## config.mk

```make
export PLATFORM = sky130hd
export DESIGN_NAME = wave_dds_gen
export DESIGN_NICKNAME = d
export VERILOG_FILES = /design/src/rtl/wave_dds_gen_pkg.sv /design/src/rtl/wave_dds_gen_shaper.sv /design/src/rtl/wave_dds_gen.sv
export SDC_FILE = /design/constraint.sdc
export NUM_CORES = 1
export LEC_CHECK = 0
export ABC_AREA = 1
export CORE_MARGIN = 1.5
export CORE_UTILIZATION = 60
export CTS_CLUSTER_DIAMETER = 50
export DETAILED_ROUTE_END_ITERATION = 10
export PLACE_DENSITY = 0.92
export SLEW_MARGIN = 20
export SYNTH_ARGS = -nofsm -noshare
export SYNTH_HDL_FRONTEND = slang
export SYNTH_SLANG_ARGS = --single-unit
```

## constraint.sdc

```tcl
create_clock -name clk -period 5.2 [get_ports clk]
set_input_delay 1.04 -clock clk [delete_from_list [all_inputs] [get_ports clk]]
set_output_delay 1.04 -clock clk [all_outputs]
set_load 0.1 [all_outputs]
```

## src/rtl/wave_dds_gen_pkg.sv

```systemverilog
// Shared types and constants for the DDS waveform generator.
// The default duty is kept as a left-aligned fraction so any OUT_W can take its top bits.
package wave_pkg;

    typedef enum logic [1:0] {
        MODE_SAW_UP = 2'd0,
        MODE_SAW_DN = 2'd1,
        MODE_TRI    = 2'd2,
        MODE_SQR    = 2'd3
    } mode_e;

    // 50 % duty expressed as a 32-bit fraction; users slice the top OUT_W bits.
    localparam logic [31:0] DUTY_DEFAULT_FRAC = 32'h8000_0000;

endpackage

```

## src/rtl/wave_dds_gen_shaper.sv

```systemverilog
// Combinational phase-to-sample mapping for saw-up, saw-down, triangle and square.
module wave_shaper
    import wave_pkg::*;
#(
    parameter int OUT_W = 8
) (
    input  logic [OUT_W-1:0] phase_i,
    input  mode_e            mode_i,
    input  logic [OUT_W-1:0] duty_i,
    output logic [OUT_W-1:0] sample_o
);

    logic [OUT_W-1:0] tri_s;

    // Map the phase to a sample; the triangle doubles the slope and folds on the phase MSB.
    always_comb begin
        tri_s    = {phase_i[OUT_W-2:0], 1'b0};
        sample_o = '0;
        case (mode_i)
            MODE_SAW_UP: sample_o = phase_i;
            MODE_SAW_DN: sample_o = ~phase_i;
            MODE_TRI: begin
                if (phase_i[OUT_W-1]) begin
                    sample_o = ~tri_s;
                end else begin
                    sample_o = tri_s;
                end
            end
            MODE_SQR: begin
                if (phase_i < duty_i) begin
                    sample_o = '1;
                end else begin
                    sample_o = '0;
                end
            end
            default: sample_o = '0;
        endcase
    end

endmodule

```

## src/rtl/wave_dds_gen.sv

```systemverilog
// Phase-accumulator waveform generator with double-buffered settings applied at period boundaries.
// Owns the accumulator, pending/active setting registers, the output register and wrap/busy flags.
module wave_dds_gen
    import wave_pkg::*;
#(
    parameter int ACC_W = 16,
    parameter int OUT_W = 8
) (
    input  logic             clk,
    input  logic             rst_n,
    input  logic             ena,
    input  logic             load,
    input  logic [ACC_W-1:0] ftw,
    input  logic [1:0]       mode,
    input  logic [OUT_W-1:0] duty,
    input  logic             phase_rst,
    output logic [OUT_W-1:0] value,
    output logic             wrap,
    output logic             busy
);

    localparam logic [OUT_W-1:0] DUTY_DEF = DUTY_DEFAULT_FRAC[31 -: OUT_W];

    logic [ACC_W-1:0] acc_q, acc_d;
    logic [ACC_W-1:0] ftw_act_q, ftw_act_d;
    logic [ACC_W-1:0] ftw_pend_q, ftw_pend_d;
    mode_e            mode_act_q, mode_act_d;
    mode_e            mode_pend_q, mode_pend_d;
    logic [OUT_W-1:0] duty_act_q, duty_act_d;
    logic [OUT_W-1:0] duty_pend_q, duty_pend_d;
    logic [OUT_W-1:0] value_q, value_d;
    logic             wrap_q, wrap_d;
    logic             busy_q, busy_d;

    logic [ACC_W:0]   sum_s;
    logic             carry_s;
    logic             apply_s;
    logic [OUT_W-1:0] sample_s;

    wave_shaper #(
        .OUT_W (OUT_W)
    ) u_shaper (
        .phase_i  (acc_q[ACC_W-1 -: OUT_W]),
        .mode_i   (mode_act_q),
        .duty_i   (duty_act_q),
        .sample_o (sample_s)
    );

    // Next-state logic: accumulate, shape, and swap pending settings in at a boundary.
    always_comb begin
        sum_s       = {1'b0, acc_q} + {1'b0, ftw_act_q};
        carry_s     = sum_s[ACC_W];
        acc_d       = acc_q;
        value_d     = value_q;
        wrap_d      = 1'b0;
        ftw_act_d   = ftw_act_q;
        mode_act_d  = mode_act_q;
        duty_act_d  = duty_act_q;
        ftw_pend_d  = ftw_pend_q;
        mode_pend_d = mode_pend_q;
        duty_pend_d = duty_pend_q;
        busy_d      = busy_q;

        // A stalled generator (ftw_act==0) would never wrap, so it takes settings at once.
        apply_s = busy_q & (phase_rst
                            | (ena & carry_s)
                            | (ftw_act_q == '0));

        if (phase_rst) begin
            acc_d   = '0;
            value_d = '0;
        end else if (ena) begin
            acc_d   = sum_s[ACC_W-1:0];
            value_d = sample_s;
            wrap_d  = carry_s;
        end else begin
            acc_d   = acc_q;
        end

        if (apply_s) begin
            ftw_act_d  = ftw_pend_q;
            mode_act_d = mode_pend_q;
            duty_act_d = duty_pend_q;
            busy_d     = 1'b0;
        end else begin
            ftw_act_d  = ftw_act_q;
        end

        // A load in an apply cycle becomes the next pending set, so busy is re-raised.
        if (load) begin
            ftw_pend_d  = ftw;
            mode_pend_d = mode_e'(mode);
            duty_pend_d = duty;
            busy_d      = 1'b1;
        end else begin
            ftw_pend_d  = ftw_pend_q;
        end
    end

    // State registers with asynchronous clear to the power-on settings.
    always_ff @(posedge clk or negedge rst_n) begin
        if (!rst_n) begin
            acc_q       <= '0;
            value_q     <= '0;
            wrap_q      <= 1'b0;
            busy_q      <= 1'b0;
            ftw_act_q   <= '0;
            mode_act_q  <= MODE_SAW_UP;
            duty_act_q  <= DUTY_DEF;
            ftw_pend_q  <= '0;
            mode_pend_q <= MODE_SAW_UP;
            duty_pend_q <= '0;
        end else begin
            acc_q       <= acc_d;
            value_q     <= value_d;
            wrap_q      <= wrap_d;
            busy_q      <= busy_d;
            ftw_act_q   <= ftw_act_d;
            mode_act_q  <= mode_act_d;
            duty_act_q  <= duty_act_d;
            ftw_pend_q  <= ftw_pend_d;
            mode_pend_q <= mode_pend_d;
            duty_pend_q <= duty_pend_d;
        end
    end

    assign value = value_q;
    assign wrap  = wrap_q;
    assign busy  = busy_q;

endmodule

```

======== Yosys cells after proc, flatten, opt, wreduce, memory -nomap -nowiden ========
Index checks and enable logic that the tools add are counted.
Widths: inputs -> output; s select.
word-level totals
  input bits .............................. 31
  output and inout bits ................... 10
  register bits after elaboration ......... 78
operators by class
  equal/unequal tests ..................... 3
  reductions and logical operators ........ 4
  mux-type cells .......................... 11
  bitwise logic cells ..................... 6
  add/subtract/negate cells ............... 1
  $lt $le $gt $ge ......................... 1
operator list
  operator            count
  $mux 16             2
  $mux 8              4
  $pmux 8 s4          1
  $add 16x16->17      1
  $logic_not 16->1    1
  $not 8->8           2
  $lt 8x8->1          1
  $eq 2x2->1 const B  2
  $mux 1              4
  $reduce_bool 2->1   2
  $and 1x1->1         2
  $eq 2x1->1 const B  1
  $logic_not 2->1     1
  $or 1x1->1          2

======== Logic depth before layout (Yosys ltp) ========
  word-level depth ........................ 7
  depth in mapped cells ................... 16
  gate-level depth less buffers ........... 15

======== Hierarchy ========
From an unflattened synthesis, not the netlist that was laid out.
second synthesis, totals
  cell total of the unflattened synthesis .. 565
  area, all modules ....................... 4361.7 sq um
modules (own cells, without submodules)
  module        times used  area each (sq um)  cells an instance
  wave_dds_gen  1           3843.7             469
  wave_shaper   1           518.0              96

======== Worst setup path after synthesis ========
No wires, ideal clock.
  path type ............................... register to register
  start point ............................. register ftw_act_q[0]
  end point ............................... register ftw_act_q[12]
  buffers on the path ..................... 1
  stages on the path, launching flop included .. 17
  setup slack ............................. 3.234 ns
  arrival time ............................ 1.851 ns
  clock period less this slack ............ 1.966 ns
  setup time .............................. 0.115 ns
  cells stage by stage .................... dfrtp_1 ha_1 inv_1 fa_1 inv_1 nand2_1 nand2_1 nand3_1 nand2_2 nand2_2 nand2_2 nand2_4 nand2_8 nand2_8 buf_12 nand2_2 nand2_2
between the ends
  cells in the longest elaborated chain, start to end .. 5
RTL lines
  item                      line                 source
  start: declaration        wave_dds_gen.sv:25   logic [ACC_W-1:0] ftw_act_q, ftw_act_d;
  start signal: assignment  wave_dds_gen.sv:118  ftw_act_q <= ftw_act_d;
  $add 16x16->17            wave_dds_gen.sv:51   sum_s = {1'b0, acc_q} + {1'b0, ftw_act_q};
  $and 1x1->1               wave_dds_gen.sv:66   | (ena & carry_s)
  $or 1x1->1                wave_dds_gen.sv:66
  $or 1x1->1 (*)            wave_dds_gen.sv:67   | (ftw_act_q == '0));
  $and 1x1->1 (*)           wave_dds_gen.sv:65   apply_s = busy_q & (phase_rst
Every way passes the cells marked *; elsewhere a longest branch is shown, timed or not.
A chain may end at the register's enable or synchronous reset.

======== Worst setup path after layout ========
  start point ............................. register busy_q (netlist: busy)
  end point ............................... output port busy
RTL lines
  item                      line                 source
  start: declaration        wave_dds_gen.sv:33   logic busy_q, busy_d;
  start signal: assignment  wave_dds_gen.sv:117  busy_q <= busy_d;
  end: declaration          wave_dds_gen.sv:19   output logic busy
No word-level cell between the ends.

==> qor.yml <==
slowest_stage: "clkdlybuf4s50_1"
timing.final.crit_share_pct: 70.6
cts_resized: 0
path_max_fanout: 29
whs_ns: 0.476
syn_area_mm2: 0.00448
wl_um: 9590
path_cells: "clkdlybuf4s50_1"
postCtsSetupRepairBufs: 0
clk_path_buf_depth: 2
path_buf_inv: 1
initial_utilization_pct: 61.7
nets: 670
dr.pass1.iters: 5
status: "finished, final reports clean"
peakVddDrop_uv: 171
die_area_mm2: 0.00799
fp-row-count: 31
slew_violations: 0
grt_max_degree: 79
slowest_delay_ns: 1.28
grt_usage_pct: 26.0
clock-sinks: 78
arrival_ns: 2.63
finalSetupViolations: 0
grt_pass1_vias: 3631
htreeDepth: 3
cts_hold_buffers: 0
finClkSkew_ns: 0.0167
fin_cells: 719
cts-root-buf: "clkbuf_8"
hold_viol_final: 0
leakagePower_uw: 0.00269
clk_pin_slew_worst_paths_ns: 0.08
synth_warnings: 0
synth_edf_count: 0
synth_top_area_share_pct: 43.0
avgSynthCellArea_um2: 7.72
die_y_um: 89.4
finalSetupTns_ns: 0
via_count: 3861
antenna_found_initial: 0
required_ns: 4.16
critical-path-top-delay-family: "buffers and inverters"
rsz0062_at_grt: "no"
endpoint_kind: "primary output"
relSlewSlack_pct: 34.5
final_util_pct: 70.5
yosysMostFrequentCell: "nand2_1"
cp-start-kind: "flop"
clk-insertion-delay-late_ns: 0.36
grt_first_pass_wirelength_um: 15900
drive_above_1_share_pct: 11.5
synth-main-ff-cell: "dfrtp_1"
power.density_mw_per_mm2: 375
drt-initial-drc-count: 239
place.gp.congestion: 0.969
core_region_area_mm2: 0.00725
synth_commonest_cells: "nand2_1 (210), dfrtp_1 (77), a21oi_1 (46), inv_1 (43), nand2_2 (43)"
antenna_left: 0
fin_crit_ns: 3.67
io_pins: 41
tritoncts: "yes"
numPortBuffers: 40
antenna_cells: 0
ys_types: 36
routed_via_density: 5.37
ys_ff_latch: 78
worst_pin_slew_ns: 0.983
drc_errors: 0
numCtsBuffers: 9
critPathKind: "flop to primary output"
final.fill_count: 556
synthArstFlopShare_pct: 100
yosysSeqAreaShare_pct: 43.6
clock.fmax_mhz: 273
areaGrowthSynthToFinish_pct: 14.2
syn_inst: 580
die_x_um: 89.4
hp-class: "flop to flop"
synth.net_count: 635
grt-ovfl-total: 0
wl_per_cell_um: 13.3
finalPower_uw: 1920
place_inst: 703
synth.top_cells.by_area: "dfrtp_1 (43%), nand2_1 (18%), ha_1 (6.4%)"
dpl.hpwl_um: 6970
yosysTopAreaCell: "dfrtp_1"
max_cap_viol_count: 0
## flip-flops by register name, summed over array words and instances, names as in the netlist
name,cells
acc_q,16
mode_pend_q,2
mode_act_q,2
wrap,1
ftw_act_q,16
duty_pend_q,8
busy,1
duty_act_q,8
ftw_pend_q,16
value,8
## worst register-to-register path: cells and delay by family (launching register included)
kind | cells | cell delay (ns)
fa+ha+maj | 2 | 0.53
buf+inv | 2 | 0.14
simple gates | 11 | 1.17
flops | 1 | 0.38
## path summary, 6_finish.rpt
| kind | startpoint | end | slack [ns] | depth (start not counted) |
|---|---|---|---|---|
| setup reg to reg | ftw_act_q[0]$_DFFE_PN0P_ | duty_act_q[4]$_DFFE_PN0P_ | 2.87 | 15 |
| setup / recovery | busy$_DFFE_PN0P_ | busy | 1.53 | 1 |
| hold / removal | ftw_pend_q[10]$_DFFE_PN0P_ | ftw_pend_q[10]$_DFFE_PN0P_ | 0.48 | 2 |
| hold reg to reg | ftw_pend_q[10]$_DFFE_PN0P_ | ftw_pend_q[10]$_DFFE_PN0P_ | 0.48 | 2 |
| min in group asynchronous | rst_n | ftw_pend_q[3]$_DFFE_PN0P_ | 0.82 | 1 |
| max in group asynchronous | rst_n | ftw_pend_q[14]$_DFFE_PN0P_ | 3.73 | 1 |
## stage by stage
step | setup slack, ns | area (um^2)
detailed placement | 1.93 | 4890
floorplan | 3.23 | 4480
global route | 1.41 | 5110
finish | 1.53 | 5110
global placement | 1.97 | 4890
CTS | 1.53 | 5110
## cells by family after synthesis
family,Yosys count,share of synthesized area [%]
xor gates and xnor gates,1,0.196
buffers and inverters,63,6.57
and+or+nand+nor,341,34.1
adders and majority gates,24,6.87
DFF,78,43.6
AOI/OAI and AO/OA,73,8.66
## layout by cell type, fill, tap and decap left out, drive strengths merged, types with 2 or more instances in the layout
cell and count:
a21oi 47, and2 3, buf 4, bufinv 2, clkbuf 10, clkdlybuf4s50 39
clkinv 3, dfrtp 77, ha 23, inv 45, nand2 258, nand3 40
nand3b 3, nor2 30, nor3 2, o21ai 19, o22ai 3, or2 3
## report_power, final
part | leakage (uW) | total, uW | internal, uW | switching, uW
Combinational | 0.00159 | 609 | 217 | 392
Sequential | 0.000989 | 801 | 696 | 105
Clock | 0.000113 | 507 | 275 | 232
Total | 0.00269 | 1920 | 1190 | 728
## final cells by class
type	instances	area (um^2)	share of cell area, %
clock buffer	10	128	2.50
clock inverter	6	93.8	1.83
inverter	44	165	3.23
multi-input combinational	439	2230	43.6
sequential	78	1950	38.2
tap	99	124	2.42
timing repair buffer	43	420	8.22
## routing by layer
metal / vias to the layer above / GRT usage (%) / part of all wire [%]
li1: 1924 / - / -
met1: 1823 / 32.8 / 43
met2: 104 / 45.2 / 51
met3: 10 / 4.34 / 4.3
met4: 0 / 9.09 / 1.2
met5: - / 0 / 0
Note: power is estimated with default switching activity, not from simulation.
